[src/rtl/id_ex_stage_if.sv]
// ID/EX boundary bundle: decoder control and ID datapath in, EX copies,
// stall and halt status out. The master side is the core (decoder / hazard
// consumers); the slave side is the id_ex_stage register itself.
// Optional perf counters appear only when ID_EX_PERF_CNT_EN is defined.
interface id_ex_stage_if #(
  parameter int unsigned DATA_W = 32,
  parameter int unsigned PC_W   = 32
);

  // ID-side inputs to the stage
  logic              id_valid;
  logic [6:0]        id_opcode;
  logic              id_alusrc;
  logic              id_memtoreg;
  logic              id_regwrite;
  logic              id_memread;
  logic              id_memwrite;
  logic              id_rtypeid;
  logic              id_branch;
  logic              id_jal;
  logic [1:0]        id_aluop;
  logic [PC_W-1:0]   id_pc;
  logic [DATA_W-1:0] id_rd1;
  logic [DATA_W-1:0] id_rd2;
  logic [DATA_W-1:0] id_imm;
  logic [4:0]        id_rs1;
  logic [4:0]        id_rs2;
  logic [4:0]        id_rd;
  logic [2:0]        id_funct3;
  logic [6:0]        id_funct7;
  logic              flush;

  // Stage outputs
  logic              stall_o;
  logic              ex_valid;
  logic [6:0]        ex_opcode;
  logic              ex_alusrc;
  logic              ex_memtoreg;
  logic              ex_regwrite;
  logic              ex_memread;
  logic              ex_memwrite;
  logic              ex_rtypeid;
  logic              ex_branch;
  logic              ex_jal;
  logic [1:0]        ex_aluop;
  logic [PC_W-1:0]   ex_pc;
  logic [DATA_W-1:0] ex_rd1;
  logic [DATA_W-1:0] ex_rd2;
  logic [DATA_W-1:0] ex_imm;
  logic [4:0]        ex_rs1;
  logic [4:0]        ex_rs2;
  logic [4:0]        ex_rd;
  logic [2:0]        ex_funct3;
  logic [6:0]        ex_funct7;
  logic              ex_halt;
  logic              halted_o;
`ifdef ID_EX_PERF_CNT_EN
  logic [31:0]       perf_stall_cnt;
  logic [31:0]       perf_flush_cnt;
`endif

  modport master (
    output id_valid, id_opcode, id_alusrc, id_memtoreg, id_regwrite, id_memread,
           id_memwrite, id_rtypeid, id_branch, id_jal, id_aluop, id_pc, id_rd1,
           id_rd2, id_imm, id_rs1, id_rs2, id_rd, id_funct3, id_funct7, flush,
    input  stall_o, ex_valid, ex_opcode, ex_alusrc, ex_memtoreg, ex_regwrite,
           ex_memread, ex_memwrite, ex_rtypeid, ex_branch, ex_jal, ex_aluop, ex_pc,
           ex_rd1, ex_rd2, ex_imm, ex_rs1, ex_rs2, ex_rd, ex_funct3, ex_funct7,
           ex_halt, halted_o
`ifdef ID_EX_PERF_CNT_EN
    , input perf_stall_cnt, perf_flush_cnt
`endif
  );

  modport slave (
    input  id_valid, id_opcode, id_alusrc, id_memtoreg, id_regwrite, id_memread,
           id_memwrite, id_rtypeid, id_branch, id_jal, id_aluop, id_pc, id_rd1,
           id_rd2, id_imm, id_rs1, id_rs2, id_rd, id_funct3, id_funct7, flush,
    output stall_o, ex_valid, ex_opcode, ex_alusrc, ex_memtoreg, ex_regwrite,
           ex_memread, ex_memwrite, ex_rtypeid, ex_branch, ex_jal, ex_aluop, ex_pc,
           ex_rd1, ex_rd2, ex_imm, ex_rs1, ex_rs2, ex_rd, ex_funct3, ex_funct7,
           ex_halt, halted_o
`ifdef ID_EX_PERF_CNT_EN
    , output perf_stall_cnt, perf_flush_cnt
`endif
  );

endinterface

[src/rtl/id_ex_stage.sv]
// ID/EX pipeline register of the 5-stage RISC-V core.
// Captures the decoder control bundle and ID datapath, detects load-use
// hazards (stall + bubble), applies branch/jump flushes and sequences HALT
// (opcode 7'b1111111) through a drain window before reporting halted_o.
// Optional: define ID_EX_PERF_CNT_EN to add saturating stall/flush counters.
module id_ex_stage #(
  parameter int unsigned DATA_W       = 32,
  parameter int unsigned PC_W         = 32,
  parameter int unsigned DRAIN_CYCLES = 3
) (
  input logic          clk,
  input logic          reset,
  id_ex_stage_if.slave bus
);

  localparam logic [6:0] HaltOpcode = 7'b1111111;

  localparam logic [1:0] StRun    = 2'd0;
  localparam logic [1:0] StDrain  = 2'd1;
  localparam logic [1:0] StHalted = 2'd2;

  localparam int unsigned CntW = (DRAIN_CYCLES > 1) ? $clog2(DRAIN_CYCLES) : 1;
  localparam logic [CntW-1:0] CntLast = CntW'(DRAIN_CYCLES - 1);

  // FSM state
  logic [1:0]      r_state;
  logic [CntW-1:0] r_drain_cnt;
  logic [1:0]      w_state_nxt;
  logic [CntW-1:0] w_drain_cnt_nxt;

  // EX registers
  logic              r_ex_valid;
  logic              r_ex_halt;
  logic [6:0]        r_ex_opcode;
  logic              r_ex_alusrc;
  logic              r_ex_memtoreg;
  logic              r_ex_regwrite;
  logic              r_ex_memread;
  logic              r_ex_memwrite;
  logic              r_ex_rtypeid;
  logic              r_ex_branch;
  logic              r_ex_jal;
  logic [1:0]        r_ex_aluop;
  logic [PC_W-1:0]   r_ex_pc;
  logic [DATA_W-1:0] r_ex_rd1;
  logic [DATA_W-1:0] r_ex_rd2;
  logic [DATA_W-1:0] r_ex_imm;
  logic [4:0]        r_ex_rs1;
  logic [4:0]        r_ex_rs2;
  logic [4:0]        r_ex_rd;
  logic [2:0]        r_ex_funct3;
  logic [6:0]        r_ex_funct7;

  // Decode of this cycle's action
  logic w_run;
  logic w_haz;
  logic w_stall;
  logic w_capture;
  logic w_id_halt;
  logic w_halt_in;
  logic w_ctrl_en;

  // Hazard detection and per-edge action select (reset > flush > haz > normal)
  always_comb begin
    w_run     = (r_state == StRun);
    w_haz     = r_ex_valid & r_ex_memread & (r_ex_rd != 5'd0) &
                ((r_ex_rd == bus.id_rs1) | (r_ex_rd == bus.id_rs2)) & bus.id_valid;
    w_stall   = w_haz & ~bus.flush & w_run;
    // Outside RUN every edge is a bubble, so capture implies RUN
    w_capture = w_run & ~bus.flush & ~w_haz;
    w_id_halt = bus.id_valid & (bus.id_opcode == HaltOpcode);
    w_halt_in = w_capture & w_id_halt;
    // HALT carries no control bits; the decoder's view of it is discarded
    w_ctrl_en = w_capture & bus.id_valid & ~w_id_halt;
  end

  // HALT drain sequencing: RUN -> DRAIN (count) -> HALTED (sticky)
  always_comb begin
    w_state_nxt     = r_state;
    w_drain_cnt_nxt = r_drain_cnt;
    case (r_state)
      StRun: begin
        if (w_halt_in) begin
          w_state_nxt     = StDrain;
          w_drain_cnt_nxt = '0;
        end
      end
      StDrain: begin
        if (r_drain_cnt == CntLast) begin
          w_state_nxt = StHalted;
        end else begin
          w_drain_cnt_nxt = r_drain_cnt + CntW'(1);
        end
      end
      StHalted: begin
        w_state_nxt = StHalted;
      end
      default: begin
        w_state_nxt     = StRun;
        w_drain_cnt_nxt = '0;
      end
    endcase
  end

  // FSM state register
  always_ff @(posedge clk) begin
    if (reset) begin
      r_state     <= StRun;
      r_drain_cnt <= '0;
    end else begin
      r_state     <= w_state_nxt;
      r_drain_cnt <= w_drain_cnt_nxt;
    end
  end

  // Valid and control bits: captured only on a real, non-bubble edge
  always_ff @(posedge clk) begin
    if (reset) begin
      r_ex_valid    <= 1'b0;
      r_ex_halt     <= 1'b0;
      r_ex_alusrc   <= 1'b0;
      r_ex_memtoreg <= 1'b0;
      r_ex_regwrite <= 1'b0;
      r_ex_memread  <= 1'b0;
      r_ex_memwrite <= 1'b0;
      r_ex_rtypeid  <= 1'b0;
      r_ex_branch   <= 1'b0;
      r_ex_jal      <= 1'b0;
      r_ex_aluop    <= 2'b00;
    end else begin
      r_ex_valid    <= w_capture & bus.id_valid;
      r_ex_halt     <= w_halt_in;
      r_ex_alusrc   <= w_ctrl_en & bus.id_alusrc;
      r_ex_memtoreg <= w_ctrl_en & bus.id_memtoreg;
      r_ex_regwrite <= w_ctrl_en & bus.id_regwrite;
      r_ex_memread  <= w_ctrl_en & bus.id_memread;
      r_ex_memwrite <= w_ctrl_en & bus.id_memwrite;
      r_ex_rtypeid  <= w_ctrl_en & bus.id_rtypeid;
      r_ex_branch   <= w_ctrl_en & bus.id_branch;
      r_ex_jal      <= w_ctrl_en & bus.id_jal;
      r_ex_aluop    <= w_ctrl_en ? bus.id_aluop : 2'b00;
    end
  end

  // Datapath fields: loaded on capture, held across bubbles
  always_ff @(posedge clk) begin
    if (reset) begin
      r_ex_opcode <= '0;
      r_ex_pc     <= '0;
      r_ex_rd1    <= '0;
      r_ex_rd2    <= '0;
      r_ex_imm    <= '0;
      r_ex_rs1    <= '0;
      r_ex_rs2    <= '0;
      r_ex_rd     <= '0;
      r_ex_funct3 <= '0;
      r_ex_funct7 <= '0;
    end else if (w_capture) begin
      r_ex_opcode <= bus.id_opcode;
      r_ex_pc     <= bus.id_pc;
      r_ex_rd1    <= bus.id_rd1;
      r_ex_rd2    <= bus.id_rd2;
      r_ex_imm    <= bus.id_imm;
      r_ex_rs1    <= bus.id_rs1;
      r_ex_rs2    <= bus.id_rs2;
      r_ex_rd     <= bus.id_rd;
      r_ex_funct3 <= bus.id_funct3;
      r_ex_funct7 <= bus.id_funct7;
    end
  end

`ifdef ID_EX_PERF_CNT_EN
  logic [31:0] r_perf_stall_cnt;
  logic [31:0] r_perf_flush_cnt;

  // Saturating event counters
  always_ff @(posedge clk) begin
    if (reset) begin
      r_perf_stall_cnt <= '0;
      r_perf_flush_cnt <= '0;
    end else begin
      if (w_stall && (r_perf_stall_cnt != 32'hFFFF_FFFF)) begin
        r_perf_stall_cnt <= r_perf_stall_cnt + 32'd1;
      end
      if (bus.flush && w_run && (r_perf_flush_cnt != 32'hFFFF_FFFF)) begin
        r_perf_flush_cnt <= r_perf_flush_cnt + 32'd1;
      end
    end
  end

  assign bus.perf_stall_cnt = r_perf_stall_cnt;
  assign bus.perf_flush_cnt = r_perf_flush_cnt;
`endif

  assign bus.stall_o     = w_stall;
  assign bus.halted_o    = (r_state == StHalted);
  assign bus.ex_valid    = r_ex_valid;
  assign bus.ex_halt     = r_ex_halt;
  assign bus.ex_opcode   = r_ex_opcode;
  assign bus.ex_alusrc   = r_ex_alusrc;
  assign bus.ex_memtoreg = r_ex_memtoreg;
  assign bus.ex_regwrite = r_ex_regwrite;
  assign bus.ex_memread  = r_ex_memread;
  assign bus.ex_memwrite = r_ex_memwrite;
  assign bus.ex_rtypeid  = r_ex_rtypeid;
  assign bus.ex_branch   = r_ex_branch;
  assign bus.ex_jal      = r_ex_jal;
  assign bus.ex_aluop    = r_ex_aluop;
  assign bus.ex_pc       = r_ex_pc;
  assign bus.ex_rd1      = r_ex_rd1;
  assign bus.ex_rd2      = r_ex_rd2;
  assign bus.ex_imm      = r_ex_imm;
  assign bus.ex_rs1      = r_ex_rs1;
  assign bus.ex_rs2      = r_ex_rs2;
  assign bus.ex_rd       = r_ex_rd;
  assign bus.ex_funct3   = r_ex_funct3;
  assign bus.ex_funct7   = r_ex_funct7;

endmodule

[src/flat_wrapper.sv]
// flat-port wrapper written by rule: the top's interface ports become plain ports
module id_ex_stage_flat 
#(
  parameter int unsigned DATA_W       = 32,
  parameter int unsigned PC_W         = 32,
  parameter int unsigned DRAIN_CYCLES = 3
)
  (clk, reset, bus_id_valid, bus_id_opcode, bus_id_alusrc, bus_id_memtoreg, bus_id_regwrite, bus_id_memread, bus_id_memwrite, bus_id_rtypeid, bus_id_branch, bus_id_jal, bus_id_aluop, bus_id_pc, bus_id_rd1, bus_id_rd2, bus_id_imm, bus_id_rs1, bus_id_rs2, bus_id_rd, bus_id_funct3, bus_id_funct7, bus_flush, bus_stall_o, bus_ex_valid, bus_ex_opcode, bus_ex_alusrc, bus_ex_memtoreg, bus_ex_regwrite, bus_ex_memread, bus_ex_memwrite, bus_ex_rtypeid, bus_ex_branch, bus_ex_jal, bus_ex_aluop, bus_ex_pc, bus_ex_rd1, bus_ex_rd2, bus_ex_imm, bus_ex_rs1, bus_ex_rs2, bus_ex_rd, bus_ex_funct3, bus_ex_funct7, bus_ex_halt, bus_halted_o);
  id_ex_stage_if #(.DATA_W(DATA_W), .PC_W(PC_W)) bus_i ();
  input logic clk;
  input logic reset;
  input wire logic [$bits(bus_i.id_valid)-1:0] bus_id_valid;
  input wire logic [$bits(bus_i.id_opcode)-1:0] bus_id_opcode;
  input wire logic [$bits(bus_i.id_alusrc)-1:0] bus_id_alusrc;
  input wire logic [$bits(bus_i.id_memtoreg)-1:0] bus_id_memtoreg;
  input wire logic [$bits(bus_i.id_regwrite)-1:0] bus_id_regwrite;
  input wire logic [$bits(bus_i.id_memread)-1:0] bus_id_memread;
  input wire logic [$bits(bus_i.id_memwrite)-1:0] bus_id_memwrite;
  input wire logic [$bits(bus_i.id_rtypeid)-1:0] bus_id_rtypeid;
  input wire logic [$bits(bus_i.id_branch)-1:0] bus_id_branch;
  input wire logic [$bits(bus_i.id_jal)-1:0] bus_id_jal;
  input wire logic [$bits(bus_i.id_aluop)-1:0] bus_id_aluop;
  input wire logic [$bits(bus_i.id_pc)-1:0] bus_id_pc;
  input wire logic [$bits(bus_i.id_rd1)-1:0] bus_id_rd1;
  input wire logic [$bits(bus_i.id_rd2)-1:0] bus_id_rd2;
  input wire logic [$bits(bus_i.id_imm)-1:0] bus_id_imm;
  input wire logic [$bits(bus_i.id_rs1)-1:0] bus_id_rs1;
  input wire logic [$bits(bus_i.id_rs2)-1:0] bus_id_rs2;
  input wire logic [$bits(bus_i.id_rd)-1:0] bus_id_rd;
  input wire logic [$bits(bus_i.id_funct3)-1:0] bus_id_funct3;
  input wire logic [$bits(bus_i.id_funct7)-1:0] bus_id_funct7;
  input wire logic [$bits(bus_i.flush)-1:0] bus_flush;
  output wire logic [$bits(bus_i.stall_o)-1:0] bus_stall_o;
  output wire logic [$bits(bus_i.ex_valid)-1:0] bus_ex_valid;
  output wire logic [$bits(bus_i.ex_opcode)-1:0] bus_ex_opcode;
  output wire logic [$bits(bus_i.ex_alusrc)-1:0] bus_ex_alusrc;
  output wire logic [$bits(bus_i.ex_memtoreg)-1:0] bus_ex_memtoreg;
  output wire logic [$bits(bus_i.ex_regwrite)-1:0] bus_ex_regwrite;
  output wire logic [$bits(bus_i.ex_memread)-1:0] bus_ex_memread;
  output wire logic [$bits(bus_i.ex_memwrite)-1:0] bus_ex_memwrite;
  output wire logic [$bits(bus_i.ex_rtypeid)-1:0] bus_ex_rtypeid;
  output wire logic [$bits(bus_i.ex_branch)-1:0] bus_ex_branch;
  output wire logic [$bits(bus_i.ex_jal)-1:0] bus_ex_jal;
  output wire logic [$bits(bus_i.ex_aluop)-1:0] bus_ex_aluop;
  output wire logic [$bits(bus_i.ex_pc)-1:0] bus_ex_pc;
  output wire logic [$bits(bus_i.ex_rd1)-1:0] bus_ex_rd1;
  output wire logic [$bits(bus_i.ex_rd2)-1:0] bus_ex_rd2;
  output wire logic [$bits(bus_i.ex_imm)-1:0] bus_ex_imm;
  output wire logic [$bits(bus_i.ex_rs1)-1:0] bus_ex_rs1;
  output wire logic [$bits(bus_i.ex_rs2)-1:0] bus_ex_rs2;
  output wire logic [$bits(bus_i.ex_rd)-1:0] bus_ex_rd;
  output wire logic [$bits(bus_i.ex_funct3)-1:0] bus_ex_funct3;
  output wire logic [$bits(bus_i.ex_funct7)-1:0] bus_ex_funct7;
  output wire logic [$bits(bus_i.ex_halt)-1:0] bus_ex_halt;
  output wire logic [$bits(bus_i.halted_o)-1:0] bus_halted_o;
  assign bus_i.id_valid = bus_id_valid;
  assign bus_i.id_opcode = bus_id_opcode;
  assign bus_i.id_alusrc = bus_id_alusrc;
  assign bus_i.id_memtoreg = bus_id_memtoreg;
  assign bus_i.id_regwrite = bus_id_regwrite;
  assign bus_i.id_memread = bus_id_memread;
  assign bus_i.id_memwrite = bus_id_memwrite;
  assign bus_i.id_rtypeid = bus_id_rtypeid;
  assign bus_i.id_branch = bus_id_branch;
  assign bus_i.id_jal = bus_id_jal;
  assign bus_i.id_aluop = bus_id_aluop;
  assign bus_i.id_pc = bus_id_pc;
  assign bus_i.id_rd1 = bus_id_rd1;
  assign bus_i.id_rd2 = bus_id_rd2;
  assign bus_i.id_imm = bus_id_imm;
  assign bus_i.id_rs1 = bus_id_rs1;
  assign bus_i.id_rs2 = bus_id_rs2;
  assign bus_i.id_rd = bus_id_rd;
  assign bus_i.id_funct3 = bus_id_funct3;
  assign bus_i.id_funct7 = bus_id_funct7;
  assign bus_i.flush = bus_flush;
  assign bus_stall_o = bus_i.stall_o;
  assign bus_ex_valid = bus_i.ex_valid;
  assign bus_ex_opcode = bus_i.ex_opcode;
  assign bus_ex_alusrc = bus_i.ex_alusrc;
  assign bus_ex_memtoreg = bus_i.ex_memtoreg;
  assign bus_ex_regwrite = bus_i.ex_regwrite;
  assign bus_ex_memread = bus_i.ex_memread;
  assign bus_ex_memwrite = bus_i.ex_memwrite;
  assign bus_ex_rtypeid = bus_i.ex_rtypeid;
  assign bus_ex_branch = bus_i.ex_branch;
  assign bus_ex_jal = bus_i.ex_jal;
  assign bus_ex_aluop = bus_i.ex_aluop;
  assign bus_ex_pc = bus_i.ex_pc;
  assign bus_ex_rd1 = bus_i.ex_rd1;
  assign bus_ex_rd2 = bus_i.ex_rd2;
  assign bus_ex_imm = bus_i.ex_imm;
  assign bus_ex_rs1 = bus_i.ex_rs1;
  assign bus_ex_rs2 = bus_i.ex_rs2;
  assign bus_ex_rd = bus_i.ex_rd;
  assign bus_ex_funct3 = bus_i.ex_funct3;
  assign bus_ex_funct7 = bus_i.ex_funct7;
  assign bus_ex_halt = bus_i.ex_halt;
  assign bus_halted_o = bus_i.halted_o;
  id_ex_stage #(.DATA_W(DATA_W), .PC_W(PC_W), .DRAIN_CYCLES(DRAIN_CYCLES)) u_core (.clk(clk), .reset(reset), .bus(bus_i));
endmodule
[config.mk]
export PLATFORM = sky130hd
export DESIGN_NAME = id_ex_stage_flat
export DESIGN_NICKNAME = d
export VERILOG_FILES = /design/src/rtl/id_ex_stage_if.sv /design/src/rtl/id_ex_stage.sv /design/src/flat_wrapper.sv
export SDC_FILE = /design/constraint.sdc
export NUM_CORES = 1
export LEC_CHECK = 0
export ABC_AREA = 0
export CORE_AREA = 10 10 143 145
export DETAILED_ROUTE_END_ITERATION = 7
export DIE_AREA = 0 0 153 155
export PLACE_DENSITY = 0.9
export SLEW_MARGIN = 40
export SYNTH_ARGS = -nofsm -noshare
export SYNTH_HDL_FRONTEND = slang
export SYNTH_SLANG_ARGS = --single-unit
export TNS_END_PERCENT = 20
[constraint.sdc]
create_clock -name clk -period 3.47 [get_ports clk]
set_clock_uncertainty 0.1 [all_clocks]
set_input_delay 1.041 -clock clk [delete_from_list [all_inputs] [get_ports clk]]
set_output_delay 1.041 -clock clk [all_outputs]
set_load 0.01 [all_outputs]
==> flow_summary.json <==
{
  "fin_hold_ws_ns": 0.370,
  "hpwl_um": 18300,
  "synth_commonest_cells": "nand2b_1 (321), dfxtp_1 (176), mux2i_1 (160)",
  "clockRootBuffer": "clkbuf_16",
  "fmaxAchievable_mhz": 296,
  "ir_drop_mv": 0.334,
  "numCtsBuffers": 17,
  "rsz0062_at_grt": "no",
  "cts_tree": "built",
  "grt_pass1_vias": 6909,
  "yosysMostFrequentCell": "nand2b_1",
  "rows": 49,
  "worst-r2r-cell-count": 17,
  "cts.sinks": 176,
  "portBuffers": 347,
  "worst_pin_slew_ns": 0.665,
  "wl_per_cell_um": 18.3,
  "min_period_over_period_pct": 97.4,
  "worstHoldPathCells": 2,
  "crit_arrival_ns": 2.24,
  "viasPerCell": 4.84,
  "clock_path_buffers": 2,
  "final_net_count": 1315,
  "cts.htree.levels": 4,
  "die_area_um2": 23700,
  "ys_seq_area_share_pct": 44.2,
  "criticalPathCategory": "input port to primary output",
  "clk_pin_slew_worst_paths_ns": 0.07,
  "ys_seq_elements": 176,
  "finalHoldViolCount": 0,
  "maxCapViolCount": 0,
  "areaGrowthSynthToFinish_pct": 56.2,
  "async_reset_ff_share_pct": 0,
  "track_usage_pct": 19.4,
  "cts_hold_buf": 0,
  "grt_pass1_wl_um": 37500,
  "antenna_found_initial": 0,
  "ios": 348,
  "detail-route-antenna-nets": 0,
  "place_congestion": 0.809,
  "end_kind": "primary output",
  "required_ns": 2.33,
  "relSlewSlack_pct": 55.7,
  "fin_crit_ns": 3.38,
  "synth_top_area_share_pct": 44.2,
  "ys.flop_type": "dfxtp_1",
  "avgSynthCellArea_um2": 10.2,
  "dr_total_vias": 6659,
  "crit_path_start_kind": "input port",
  "yosysTopAreaCell": "dfxtp_1",
  "syn_nets": 959,
  "syn_area_um2": 7970,
  "grt_max_degree": 127,
  "setup_viol": 0,
  "routed_wl_um": 25100,
  "finalMaxSlewViolations": 0,
  "num_antenna_cells": 0,
  "die_w_um": 153,
  "syn_inst": 780,
  "synth_edf_count": 0,
  "clkLatencyLatePin_ns": 0.42,
  "chipHeight_um": 155,
  "hp-class": "flip-flop to flip-flop",
  "yosys-top-cells-area": "dfxtp_1 (44%), nand2b_1 (25%), mux2i_1 (20%)",
  "first_iter_violations": 220,
  "regToRegSetupSlack_ns": 0.46,
  "layout-drive-gt1-share_pct": 7.24,
  "post-route-util_pct": 70.5,
  "synth_cell_types": 35,
  "first_pass_iters": 5,
  "grt_remaining_overflow": 0,
  "status": "completed",
  "power_density_nw_per_um2": 531,
  "leakagePower_nw": 4.99,
  "drc": 0,
  "initial_core_util_pct": 45.1,
  "tns_ns": 0,
  "core_region_area_um2": 17700,
  "critical_path.max_fanout": 2,
  "ys_warn_count": 0
}
[layout by cell type, fill, tap and decap left out, drive strengths merged, types with 5 or more instances in the layout]
cell type      synthesis  final
and2                  10     10
xnor2                 10     10
clkbuf                36     21
dfxtp                176    176
buf                   18     43
dlygate4sd2            0      7
clkdlybuf4s50          0    337
nand2b               321    321
ha                     5      5
inv                    6     10
mux2i                160    160
[through the flow]
stage / worst slack, ns / instance area, µm² / power (W) / instances
floorplan: 0.521 / 7970 / 0.00361 / 780
global placement: -0.466 / 11700 / 0.00457 / 1325
detailed placement: -0.517 / 11700 / 0.00462 / 1325
CTS: 0.0503 / 12300 / 0.00653 / 1364
global route: 0.0269 / 12500 / 0.00689 / 1376
finish: 0.0911 / 12500 / 0.00661 / 1376
[state kept, by name (all words and copies together) (netlist names), 2 cells and up]
| name | count |
|---|---|
| u_core.bus.ex_funct3 | 3 |
| u_core.bus.ex_rd | 5 |
| u_core.bus.ex_imm | 32 |
| u_core.r_state | 2 |
| u_core.bus.ex_rs2 | 5 |
| u_core.bus.ex_funct7 | 7 |
| u_core.bus.ex_rd1 | 32 |
| u_core.bus.ex_pc | 32 |
| u_core.bus.ex_rs1 | 5 |
| u_core.r_drain_cnt | 2 |
| u_core.bus.ex_rd2 | 32 |
| u_core.bus.ex_opcode | 7 |
| u_core.bus.ex_aluop | 2 |
[critical path, cell delays in order]
cell	delay (ns)
clkdlybuf4s50_1	0.50
xnor2_1	0.13
nand2_1	0.09
o22a_1	0.20
nor3_2	0.11
buf_2	0.16
[area by class of cell]
| type | instances | area, µm² |
|---|---|---|
| Clock buffer | 18 | 429 |
| Sequential cell | 176 | 3520 |
| Fill cell | 1271 | 5200 |
| Clock inverter | 12 | 135 |
| Timing Repair Buffer | 391 | 3950 |
| Multi-Input combinational cell | 544 | 4110 |
| Inverter | 6 | 22.5 |
| Tap cell | 229 | 287 |
[path summary, 6_finish.rpt]
| check | from | end |
|---|---|---|
| hold reg to reg | u_core.bus.ex_funct3[0] | u_core.bus.ex_funct3[0] |
| hold / removal | u_core.bus.ex_funct3[0] | u_core.bus.ex_funct3[0] |
| setup reg to reg | u_core.bus.ex_rd[0] | u_core.bus.ex_pc[22] |
| setup / recovery | bus_id_rs2[1] | bus_stall_o |
[report_power, final]
| part | switching [W] | internal [W] |
|---|---|---|
| Combinational | 0.000934 | 0.00129 |
| Clock | 0.000827 | 0.00106 |
| Sequential | 0.000173 | 0.00232 |
| Total | 0.00193 | 0.00467 |
[timing repair]
item | in CTS | in global routing
pin swaps | 4 | 3
gates resized for setup | 13 | 6
setup buffers | 9 | 8
cloned | 0 | 4
endpoints found under the setup margin | 1 | 115
[metal layers]
layer / vias to the layer above / routed length [µm] / part of all wire (%) / track usage, %
met5: - / 0 / 0 / 0
met4: 0 / 512 / 2.0 / 6.40
met3: 30 / 2460 / 9.8 / 8.66
met2: 255 / 12200 / 49 / 33.7
met1: 3125 / 9930 / 40 / 20.7
li1: 3249 / - / - / -
[logic make-up (layout without fill, tap and decap cells)]
| family | after synthesis | count (layout) | synth area share, % |
|---|---|---|---|
| DFF | 176 | 176 | 44.2 |
| and+or+nand+nor | 349 | 349 | 27.4 |
| xor gates and xnor gates | 10 | 10 | 1.10 |
| muxes | 160 | 160 | 20.1 |
| buffers and inverters | 60 | 427 | 4.52 |
| AOI/OAI and AO/OA | 20 | 20 | 1.85 |
| adders and majority gates | 5 | 5 | 0.785 |
No activity file was read; power rests on OpenSTA's default activity.
